`src/rtl/serv_dbg_pkg.sv`:
```
// Shared encodings for the debug-mode sequencer: FSM states and dcsr.cause values.
package serv_dbg_pkg;

    typedef enum logic [2:0] {
        ST_RUN,
        ST_PEND,
        ST_HALTED,
        ST_EXEC,
        ST_RESUME,
        ST_STEP
    } dbg_state_e;

    localparam logic [2:0] CAUSE_NONE      = 3'd0;
    localparam logic [2:0] CAUSE_EBREAK    = 3'd1;
    localparam logic [2:0] CAUSE_HALTREQ   = 3'd3;
    localparam logic [2:0] CAUSE_STEP      = 3'd4;
    localparam logic [2:0] CAUSE_RESETHALT = 3'd5;

    // Debug entry only pulses dpc when the core was running normal code.
    function automatic logic enters_from_code(dbg_state_e s);
        return (s == ST_RUN) || (s == ST_PEND) || (s == ST_STEP);
    endfunction

endpackage

```
`src/rtl/serv_dbg_timer.sv`:
```
// Down counter that bounds how long a DM-injected instruction may run.
module serv_dbg_timer #(
    parameter int W = 6
) (
    input  logic i_clk,
    input  logic i_rst,
    input  logic load_i,
    input  logic en_i,
    output logic zero_o
);

    logic [W-1:0] cnt_q;
    logic [W-1:0] cnt_d;

    always_comb begin
        cnt_d = cnt_q;
        if (load_i) begin
            cnt_d = '1;
        end else if (en_i) begin
            cnt_d = cnt_q - W'(1);
        end
    end

    // Flags the cycle in which the count steps down onto zero.
    assign zero_o = en_i && !load_i && (cnt_d == '0);

    always_ff @(posedge i_clk) begin
        if (i_rst) begin
            cnt_q <= '0;
        end else begin
            cnt_q <= cnt_d;
        end
    end

endmodule

```
`src/rtl/serv_dbg_ctrl.sv`:
```
// Debug-mode sequencer: halt/resume handshake, single-step and injected-instruction
// execution for the bit-serial core. All outputs come straight from flops.
module serv_dbg_ctrl
    import serv_dbg_pkg::*;
#(
    parameter bit RESET_HALT = 1'b0,
    parameter int EXEC_TO_W  = 6
) (
    input  logic       i_clk,
    input  logic       i_rst,
    input  logic       i_haltreq,
    input  logic       i_resumereq,
    input  logic       i_exec,
    input  logic       i_insn_done,
    input  logic       i_ebreak,
    input  logic       i_dret,
    input  logic       i_step,
    output logic       o_stall,
    output logic       o_halted,
    output logic       o_resumeack,
    output logic       o_dpc_wen,
    output logic       o_dbg_halt,
    output logic [2:0] o_cause,
    output logic       o_exec_err
);

    dbg_state_e state_q, state_d;
    logic [2:0] cause_q, cause_d;
    logic       execErr_q, execErr_d;
    logic       stall_q, halted_q, resumeAck_q, dpcWen_q, dbgHalt_q;
    logic       timerLoad, timerEn, timerZero;

    serv_dbg_timer #(
        .W(EXEC_TO_W)
    ) u_timer (
        .i_clk  (i_clk),
        .i_rst  (i_rst),
        .load_i (timerLoad),
        .en_i   (timerEn),
        .zero_o (timerZero)
    );

    always_comb begin
        state_d   = state_q;
        cause_d   = cause_q;
        execErr_d = execErr_q;
        timerLoad = 1'b0;
        timerEn   = 1'b0;
        case (state_q)
            ST_RUN: begin
                if (i_insn_done && i_ebreak) begin
                    state_d = ST_HALTED;
                    cause_d = CAUSE_EBREAK;
                end else if (i_haltreq) begin
                    state_d = ST_PEND;
                end
            end
            ST_PEND: begin
                if (i_insn_done) begin
                    state_d = ST_HALTED;
                    cause_d = i_ebreak ? CAUSE_EBREAK : CAUSE_HALTREQ;
                end
            end
            ST_STEP: begin
                if (i_insn_done) begin
                    state_d = ST_HALTED;
                    cause_d = CAUSE_STEP;
                end
            end
            ST_HALTED: begin
                if (i_resumereq) begin
                    state_d = ST_RESUME;
                end else if (i_exec) begin
                    state_d   = ST_EXEC;
                    execErr_d = 1'b0;
                    timerLoad = 1'b1;
                end
            end
            ST_EXEC: begin
                timerEn = 1'b1;
                // A retirement in the expiry cycle counts as success.
                if (i_insn_done && i_dret) begin
                    state_d = ST_RESUME;
                end else if (i_insn_done) begin
                    state_d = ST_HALTED;
                end else if (timerZero) begin
                    state_d   = ST_HALTED;
                    execErr_d = 1'b1;
                end
            end
            ST_RESUME: begin
                state_d = i_step ? ST_STEP : ST_RUN;
            end
            default: begin
                state_d = ST_RUN;
            end
        endcase
    end

    always_ff @(posedge i_clk) begin
        if (i_rst) begin
            state_q     <= RESET_HALT ? ST_HALTED : ST_RUN;
            cause_q     <= RESET_HALT ? CAUSE_RESETHALT : CAUSE_NONE;
            execErr_q   <= 1'b0;
            stall_q     <= RESET_HALT;
            halted_q    <= RESET_HALT;
            resumeAck_q <= 1'b0;
            dpcWen_q    <= 1'b0;
            dbgHalt_q   <= 1'b0;
        end else begin
            state_q     <= state_d;
            cause_q     <= cause_d;
            execErr_q   <= execErr_d;
            stall_q     <= (state_d == ST_HALTED) || (state_d == ST_RESUME);
            halted_q    <= (state_d == ST_HALTED) || (state_d == ST_EXEC);
            resumeAck_q <= (state_d == ST_RESUME);
            dpcWen_q    <= (state_d == ST_HALTED) && enters_from_code(state_q);
            dbgHalt_q   <= ((state_d == ST_HALTED) || (state_d == ST_EXEC))
                           && (cause_d == CAUSE_HALTREQ);
        end
    end

    assign o_stall     = stall_q;
    assign o_halted    = halted_q;
    assign o_resumeack = resumeAck_q;
    assign o_dpc_wen   = dpcWen_q;
    assign o_dbg_halt  = dbgHalt_q;
    assign o_cause     = cause_q;
    assign o_exec_err  = execErr_q;

endmodule

```
`config.mk`:
```
export PLATFORM = sky130hd
export DESIGN_NAME = serv_dbg_ctrl
export DESIGN_NICKNAME = d
export VERILOG_FILES = /design/src/rtl/serv_dbg_pkg.sv /design/src/rtl/serv_dbg_timer.sv /design/src/rtl/serv_dbg_ctrl.sv
export SDC_FILE = /design/constraint.sdc
export NUM_CORES = 1
export LEC_CHECK = 0
export ABC_AREA = 0
export CORE_ASPECT_RATIO = 1.25
export CORE_MARGIN = 10
export CORE_UTILIZATION = 39
export DETAILED_ROUTE_END_ITERATION = 8
export PLACE_DENSITY_LB_ADDON = 0.05
export SLEW_MARGIN = 40
export SYNTH_ARGS = -nofsm -noshare
export SYNTH_HDL_FRONTEND = slang
export SYNTH_SLANG_ARGS = --single-unit
```
`constraint.sdc`:
```
create_clock -name i_clk -period 2.6 [get_ports i_clk]
set_input_delay 0.78 -clock i_clk [delete_from_list [all_inputs] [get_ports i_clk]]
set_output_delay 0.78 -clock i_clk [all_outputs]
set_load 0.02 [all_outputs]
```
==> flow_summary_export.csv <==
group,metric,value,unit
global_routing,grt_pass1_wl,3640,um
clock_network,cts_resized,0,
critical_path,worst_ep_arrival_time,2350,ps
synth,synth.distinct_cells,37,
synth,ys_seq_area_share,39.9,%
job,cap_violations,0,
routing,wl,2070,um
timing,rsz0062_at_grt,"false",
clock_network,hold_buffers,0,
routing,met1Wirelength,856,um
timing,finalHoldViolations,0,
synth,yosysMostFrequentCell,"dfxtp_1",
clock_network,htreeDepth,1,
outcome,outcome,"finished clean",
pwr,peakVddDrop,0.308,mV
floorplanning,rows,19,
placement,place_area,1100,um^2
critical_path,worstPathMaxFanout,4,
routing,dr_wl_met2,1110,um
finish,final_design_area_no_fill,1140,um^2
global_routing,antenna_found_initial,0,
critical_path,cp-end-kind,"flop",
synth,synthTopCellsByCount,"18 x dfxtp_1, 14 x nor2_1, 8 x a21oi_1, 7 x nor3_1, 6 x nand2_1",
floorplanning,start_util,40.8,%
synth,yosys-top-cells-area,"dfxtp_1 40%, nor2_1 5.8%, a21oi_1 4.4%",
synth,synth_top_area_share,39.9,%
synth,postSynthCellCount,103,
finish,num-fill-cells,233,
finish,drive_gt1_share,9.09,%
timing,min_period,2160,ps
synth,synth-seq-cells,18,
finish,final_nets,132,
synth,netlist_area,902,um^2
pwr,power_leakage,0.421,nW
timing,worst_pin_slew,540,ps
pwr,p_per_area,619,nW/um^2
routing,wl_per_cell,13.6,um
critical_path,rrSetupSlack,540,ps
finish,utilization,51.6,%
clock_network,clock_latency,280,ps
timing,finalClockSkew,5.52,ps
critical_path,cpMaxStageDelayCell,"clkdlybuf4s50_1",
synth,synth_top_area_cell,"dfxtp_1",
routing,top_layer,"met4",
critical_path,slowest_delay,500,ps
finish,multi_input_area,502,um^2
timing,setup_viol,0,
clock_network,max-clock-path-buffers,2,
floorplanning,core,2210,um^2
routing,wl_met3,87,um
finish,area_growth,26.5,%
clock_network,clk_pin_slew,100,ps
synth,syn_avg_cell_area,8.76,um^2
timing,report.final.slew_viol_count,0,
floorplanning,io_pins,18,
routing,avgViaCountPerCell,5.19,
routing,vias,789,
critical_path,cp.required,2790,ps
critical_path,worstPathCellList,"clkdlybuf4s50_1, nand4bb_1, nor2_1, o41a_1, a2111oi_2",
global_routing,grt.total_usage,9.48,%
global_routing,grt_pass1_vias,807,
clock_network,post-cts-setup-buffers,0,
global_routing,grt_max_degree,17,
floorplanning,die_h,73.8,um
synth,synth_edf_count,0,
finish,num_antenna_cells,0,
placement,gp_congestion,0.797,
clock_network,cts_tree,"built",
worst_hold_path,hold_path.class,"reg -> reg",
clock_network,clockRootBuffer,"clkbuf_4",
timing,clock.fmax,463,MHz
synth,ys.flop_type,"dfxtp_1",
synth,syn_nets,113,
finish,seq_area,360,um^2
placement,io_buffers,17,
floorplanning,die_x,63.0,um
timing,setup_tns,0,ps
synth,ys_async_sr_fraction,0,%
critical_path,path_class,"in -> reg",
routing,dr.pass1.iters,4,
timing,max_slew_margin,63.8,%
synth,ys.warnings.count,0,
clock_network,cts.sinks,18,
clock_network,cts_made_buffers,3,
floorplanning,die_area,4650,um^2
global_routing,gr-total-overflow,0,
placement,dp_hpwl,1570,um
routing,drt-initial-drc-count,12,
timing,period_share,83.0,%
routing,drc_errors,0,
routing,final_antenna_net_count,0,
critical_path,worst_setup_path_start_kind,"primary input",
## worst paths after layout
kind	startpoint	end	depth (start not counted)
max	i_resumereq	o_stall	5
min	o_exec_err	o_exec_err	1
max reg2reg	state_q[1]	o_stall	4
min reg2reg	o_exec_err	o_exec_err	1
## final cells by class
class	count	share of cell area (%)
timing repair buffer	19	16.2
inverter	5	1.64
sequential	18	31.6
multi-input combinational	75	44.0
tap	31	3.40
clock buffer	4	3.18
## registers in the layout (all words and copies together) (netlist names)
register,flops
o_resumeack,1
o_dpc_wen,1
u_timer.cnt_q,6
o_stall,1
o_exec_err,1
state_q,3
o_halted,1
o_dbg_halt,1
o_cause,3
## per-stage QoR
step           hold slack [ps]  worst slack, ps  power [mW]  std cells
4_1_cts                    527              443       0.715        152
5_1_grt                    571              352       0.755        152
2_1_floorplan              501              667       0.474        103
3_3_place_gp               496              156       0.544        148
3_5_place_dp               507              146       0.546        148
6_report                   516              442       0.706        152
## worst max-delay path: cells and delay by family
family                 cells  cell delay [ps]
and+or+nand+nor            2              280
AOI/OAI and AO/OA          2              780
buffers and inverters      1              500
## kinds of logic after synthesis
family                     count (synthesis)  share of synthesized area [%]
adders and majority gates                  1                           1.39
muxes                                      3                           3.88
buffers and inverters                     10                           4.44
and+or+nand+nor                           44                           27.7
DFF                                       18                           39.9
AOI/OAI and AO/OA                         23                           18.7
xor gates and xnor gates                   4                           3.88
## metal layers
metal	global-route usage, %	up-vias
met2	17.6	8
li1	-	412
met1	10.1	367
met3	2.74	2
met4	2.99	0
met5	0	-
## cells in the final DEF (no fill, tap or decap), types with 2 or more instances in the layout
cell	synthesis	routed
nand4b_1	2	2
nor3_1	7	7
dfxtp_1	18	18
o21a_1	2	2
clkbuf_4	0	3
a21oi_1	8	8
clkdlybuf4s50_1	0	17
nor2b_1	3	3
nor2_1	14	14
nand2_1	6	6
inv_1	5	5
o21ai_0	2	2
nor4b_1	2	2
mux2i_1	2	2
xnor2_1	4	4
nand2b_1	2	2
buf_4	0	2
## power breakdown
group	switching, mW	leakage, nW	total [mW]	internal [mW]
clock	0.0840	0.0210	0.169	0.0851
combinational	0.0960	0.254	0.196	0.100
sequential	0.0369	0.147	0.341	0.304
No activity file was read; power rests on OpenSTA's default activity.
